## src/rtl/adder_pkg.sv

```systemverilog
// rtl/adder_pkg.sv - shared types and sizing helpers for the serial adder
// Optional feature macro: ADDER_OVERFLOW_EN (see thirty_two_bit_serial_adder).
package adder_pkg;

   typedef enum logic [1:0] {
      IDLE = 2'd0,
      RUN  = 2'd1,
      DONE = 2'd2
   } state_t;

   localparam int DEF_WIDTH = 32;
   localparam int DEF_DIGIT = 8;

   function automatic int cnt_width(input int width, input int digit);
      int w;
      w = $clog2(width / digit);
      return (w < 1) ? 1 : w;
   endfunction

endpackage

```

## src/rtl/thirty_two_bit_serial_adder_full_adder.sv

```systemverilog
// rtl/thirty_two_bit_serial_adder_full_adder.sv - 1-bit full adder cell for the slice chain
module full_adder (
   input  logic i_a,
   input  logic i_b,
   input  logic i_cin,
   output logic o_sum,
   output logic o_cout
);

   assign o_sum  = i_a ^ i_b ^ i_cin;
   assign o_cout = (i_a & i_b) | (i_cin & (i_a ^ i_b));

endmodule

```

## src/rtl/thirty_two_bit_serial_adder.sv

```systemverilog
// rtl/thirty_two_bit_serial_adder.sv - multi-cycle adder, DIGIT bits per clock
// Define ADDER_OVERFLOW_EN to compute signed overflow; otherwise overflow is tied low.
module thirty_two_bit_serial_adder
   import adder_pkg::*;
#(
   parameter int WIDTH = DEF_WIDTH,
   parameter int DIGIT = DEF_DIGIT
) (
   input  logic             clk,
   input  logic             rst_n,
   input  logic             start,
   input  logic [WIDTH-1:0] A,
   input  logic [WIDTH-1:0] B,
   input  logic             cin,
   output logic             busy,
   output logic             done,
   output logic [WIDTH-1:0] sum,
   output logic             cout,
   output logic             overflow
);

   localparam int N  = WIDTH / DIGIT;
   localparam int CW = cnt_width(WIDTH, DIGIT);

   state_t           r_state;
   logic [WIDTH-1:0] r_a;
   logic [WIDTH-1:0] r_b;
   logic             r_carry;
   logic [CW-1:0]    r_cnt;
   logic [WIDTH-1:0] r_acc;
   logic [WIDTH-1:0] r_sum;
   logic             r_cout;
   logic             r_ovf;
   logic             r_busy;
   logic             r_done;

   logic [DIGIT-1:0] w_a_slice;
   logic [DIGIT-1:0] w_b_slice;
   logic [DIGIT-1:0] w_s_slice;
   logic [DIGIT:0]   w_c;
   logic [WIDTH-1:0] w_acc_next;
   logic             w_accept;
   logic             w_last;

   assign w_a_slice = r_a[r_cnt*DIGIT +: DIGIT];
   assign w_b_slice = r_b[r_cnt*DIGIT +: DIGIT];
   assign w_c[0]    = r_carry;

   genvar g;
   generate
      for (g = 0; g < DIGIT; g++) begin : g_chain
         full_adder u_fa (
            .i_a    (w_a_slice[g]),
            .i_b    (w_b_slice[g]),
            .i_cin  (w_c[g]),
            .o_sum  (w_s_slice[g]),
            .o_cout (w_c[g+1])
         );
      end
   endgenerate

   // Merging the current slice here lets the final edge publish the complete sum.
   always_comb begin
      w_acc_next = r_acc;
      w_acc_next[r_cnt*DIGIT +: DIGIT] = w_s_slice;
   end

   assign w_accept = start && (r_state == IDLE || r_state == DONE);
   assign w_last   = (r_cnt == CW'(N - 1));

   always_ff @(posedge clk) begin
      if (!rst_n) begin
         r_state <= IDLE;
         r_a     <= '0;
         r_b     <= '0;
         r_carry <= 1'b0;
         r_cnt   <= '0;
         r_acc   <= '0;
         r_sum   <= '0;
         r_cout  <= 1'b0;
         r_ovf   <= 1'b0;
         r_busy  <= 1'b0;
         r_done  <= 1'b0;
      end else begin
         case (r_state)
            IDLE, DONE: begin
               r_done <= 1'b0;
               if (w_accept) begin
                  r_a     <= A;
                  r_b     <= B;
                  r_carry <= cin;
                  r_cnt   <= '0;
                  r_acc   <= '0;
                  r_busy  <= 1'b1;
                  r_state <= RUN;
               end else begin
                  r_state <= IDLE;
               end
            end
            RUN: begin
               r_carry <= w_c[DIGIT];
               r_acc   <= w_acc_next;
               r_cnt   <= r_cnt + 1'b1;
               if (w_last) begin
                  r_sum   <= w_acc_next;
                  r_cout  <= w_c[DIGIT];
`ifdef ADDER_OVERFLOW_EN
                  r_ovf   <= w_c[DIGIT-1] ^ w_c[DIGIT];
`else
                  r_ovf   <= 1'b0;
`endif
                  r_busy  <= 1'b0;
                  r_done  <= 1'b1;
                  r_state <= DONE;
               end
            end
            default: begin
               r_busy  <= 1'b0;
               r_done  <= 1'b0;
               r_state <= IDLE;
            end
         endcase
      end
   end

   assign busy     = r_busy;
   assign done     = r_done;
   assign sum      = r_sum;
   assign cout     = r_cout;
   assign overflow = r_ovf;

endmodule

```

## config.mk

```make
export PLATFORM = sky130hd
export DESIGN_NAME = thirty_two_bit_serial_adder
export DESIGN_NICKNAME = d
export VERILOG_FILES = /design/src/rtl/adder_pkg.sv /design/src/rtl/thirty_two_bit_serial_adder_full_adder.sv /design/src/rtl/thirty_two_bit_serial_adder.sv
export SDC_FILE = /design/constraint.sdc
export NUM_CORES = 1
export LEC_CHECK = 0
export ABC_AREA = 0
export CAP_MARGIN = 5
export CORE_MARGIN = 2
export CORE_UTILIZATION = 56
export DETAILED_ROUTE_END_ITERATION = 10
export PLACE_DENSITY = 0.85
export SETUP_SLACK_MARGIN = 0.4
export SLEW_MARGIN = 25
export SYNTH_ARGS = -nofsm -noshare
export SYNTH_HDL_FRONTEND = slang
export SYNTH_HIERARCHICAL = 1
export SYNTH_SLANG_ARGS = --single-unit
```

## constraint.sdc

```tcl
create_clock -name clk -period 15.05 [get_ports clk]
set_input_delay 3.7625 -clock clk [delete_from_list [all_inputs] [get_ports clk]]
set_output_delay 3.7625 -clock clk [all_outputs]
set_load 0.1 [all_outputs]
```

==> run summary <==
Netlist Area Pre-Place: 0.00566 mm²
number of warnings reported in the yosys synthesis log: 6
post-CTS clock slew at the launch and capture registers of the worst setup and hold paths: 60 ps
sw power: 224 µW
CTS root buffer: clkbuf_8
minimum setup slack among reg-to-reg paths: 9560 ps
kind of end point of the critical path: output port
fraction of layout instances using a drive strength above 1: 8.39%
peak fanout along the critical path: 2
Post-Route M1 WL: 5700 µm
Clock Path Buffers: 2
slew margin rel.: 30.5%
per-cell routed wire length: 17.6 µm
Slew @ Worst Pin: 1040 ps
max-slew violation total from the final report: 0
detailed-router iteration count before antenna repair: 5
Sw Ratio: 24.2%
count of cells resized by post-cts repair: 0
timing-limited maximum frequency: 0.172 GHz
top-level port count: 104
r2r worst-path depth: 12
global-route congestion overflow total: 0
CP peak stage delay: 1170 ps
worst setup path endpoint: sum[28]
FF+latch count, synth: 136
DR vias/cell: 5.93
number of violations of the max-capacitance limit: 0
top routing layer used: met4
Final ANT Viol Nets: 0
number of antenna violations at the first check in global routing: 0
portion of total power attributed to combinational logic: 11.2%
Sequential Power Share: 41.1%
Synth cell types: 35
Cell Int Power: 701 µW
Final min period: 5800 ps
Post-Synthesis Cells: 598
placement row count: 36
first-pass GRT wire length: 23400 µm
area of placed instances: 0.00660 mm²
Area Overhead vs Synth: 27.9%
Post-CTS Setup Repair Bufs: 0
Post-Layout Inst Area: 0.00724 mm²
Peak VDD IR: 0.0000662 V
1st-iter DRT viols: 347
Initial Util: 57.9%
mean instance size in the synthesized netlist: 9.47 µm²
total inserted antenna cells: 0
pin count of the biggest net entering global routing: 74
sum of buffers and inverters on the critical path: 1
CTS sink cnt: 136
weighted congestion reported at the end of routability-driven placement: 0.792
classification of the worst-slack hold path: register to register
hold slack final: 453 ps
crit path launch type: register
type of the worst setup path: register to output port
setup clock skew after layout: 6.80 ps
worst flop-to-flop path endpoint: sum[15]
count of H-tree levels built during CTS: 4
vias: 4819
CTS tree: built
Final Cycle Share: 38.5%
DP HPWL: 8740 µm
horizontal extent of the die: 105 µm
number of nets in the final layout: 748
syn nets: 680
overall die area: 0.0109 mm²
number of port buffers: 102
clock power share: 47.7%
hold violation total from the final report: 0
LEAKAGE: 2.70 nW
Data required, critical path: 11290 ps
register area share after synthesis: 48.1%
post-route DRC violation count: 0
clock buffers created by TritonCTS: 17
placeable core region: 0.00977 mm²
Largest delay share family, worst path: buffers and inverters
Final Setup Violations: 0
Stages on worst setup path: 1
worst endpoint data arrival time: 2040 ps
Detailed Route WL: 14300 µm
met2 layer wire length in the routed design: 7180 µm
GRT Total Usage: 27.0%
origin of the critical flop-to-flop path: r_cnt[0]
RSZ-0062 raised after global routing: no
run status: completed
crit path launch: sum[28]
insertion delay to the later sink of the worst-skew pair: 520 ps
cell chain of the critical path: clkdlybuf4s50_1
Hold-fix buffers, CTS: 0
amount of wire on met3 after detailed routing: 991 µm
slowest CP cell: clkdlybuf4s50_1
Setup TNS Final: 0 ps
floorplan die height: 105 µm
total power density per cell area: 128 mW/mm²
vias in the first global route: 4776
stage by stage:
stage	util [%]	setup slack [ps]	total power, mW	std cells
final	74.1	9250	0.925	812
after global routing	74.1	9210	0.954	812
after CTS	74.0	9240	0.925	812
after detailed placement	67.5	9300	0.488	780
after global placement	67.4	9400	0.484	780
after floorplan	-	10020	0.451	598
metal layers:
layer / track usage [%] / up-vias
met5: 0 / -
met1: 33.1 / 2305
li1: - / 2265
met2: 45.6 / 208
met3: 5.61 / 41
met4: 12.2 / 0
worst min-delay path by stage:
stage	from	to	depth (start not counted)
after global placement	r_a[17]	r_a[17]	2
after detailed placement	r_a[14]	r_a[14]	2
after floorplan	r_a[10]	r_a[10]	2
after global routing	r_a[23]	r_a[23]	2
final	r_b[10]	r_b[10]	2
after CTS	r_a[13]	r_a[13]	2
sequential cells by signal (all words and copies together), names as in the netlist:
signal   count
done         1
sum         32
r_acc       32
r_cnt        2
busy         1
r_a         32
cout         1
r_state      2
r_b         32
r_carry      1
cell families (layout without fill, tap and decap cells):
kind of cell               count (synthesis)  count (layout)  share of synthesized area (%)
AOI/OAI and AO/OA                        203             203                           22.3
adders and majority gates                 14              14                           4.15
buffers and inverters                     65             146                           5.90
DFF                                      136             136                           48.1
muxes                                     17              17                           7.07
other                                      1               1                         0.0662
and+or+nand+nor                          162             162                           12.4
final cells by class:
class	instances	area, µm²
flip-flops and latches	136	2720
multi-input cells	397	2630
fillers	669	2530
repair buffers	108	1070
clock buffers	21	469
clock inverters	11	169
well taps	133	166
inverters	6	22.5
cells in the final DEF, fill, tap and decap left out, types with 3 or more instances in the layout:
cell             instances
a211oi_2                 3
a21oi_1                107
a22o_1                  32
a32oi_1                 24
and3b_1                  3
buf_4                    6
bufinv_16                4
clkbuf_16               16
clkbuf_8                 5
clkdlybuf4s50_1        102
clkinv_2                 3
clkinv_4                 3
dfxtp_1                136
fa_1                     8
ha_1                     6
inv_1                    5
mux4_1                   8
mux4_2                   8
nand2_1                132
nor2_1                   3
nor2b_1                  9
o21ai_0                 35
worst min-delay path: stages (launching register included):
cell     delay (ps)
dfxtp_1         310
nand2_1          50
a21oi_1          50
power groups by stage:
stage | combinational [mW] | clock [mW] | sequential (mW)
floorplan | 0.0626 | 0 | 0.388
global placement | 0.0979 | 0 | 0.386
detailed placement | 0.101 | 0 | 0.387
CTS | 0.102 | 0.443 | 0.380
global route | 0.111 | 0.462 | 0.381
finish | 0.104 | 0.441 | 0.380
Yosys cell counts:
cell,count,area (µm²)
dfxtp_1,136,2720
nand2_1,132,495
a21oi_1,107,536
o21ai_0,35,175
a22o_1,32,280
clkbuf_1,26,97.6
a32oi_1,24,210
buf_2,21,105
nor2b_1,10,62.6
fa_1,8,160
mux4_1,8,210
mux4_2,8,180
buf_6,7,78.8
ha_1,6,75.1
inv_1,5,18.8
a211oi_2,3,37.5
and3b_1,3,26.3
buf_4,3,22.5
nor2_1,3,11.3
and3_1,2,12.5
and4_1,2,17.5
buf_1,2,7.51
nand2b_1,2,12.5
nand3_1,2,10.0
a211oi_4,1,20.0
a31oi_1,1,6.26
and2_1,1,6.26
and3_4,1,11.3
and4_4,1,11.3
and4bb_2,1,12.5
conb_1,1,3.75
inv_2,1,3.75
mux2i_1,1,10.0
nor2_2,1,6.26
nor3_1,1,5.00
No activity file was read; power rests on OpenSTA's default activity.
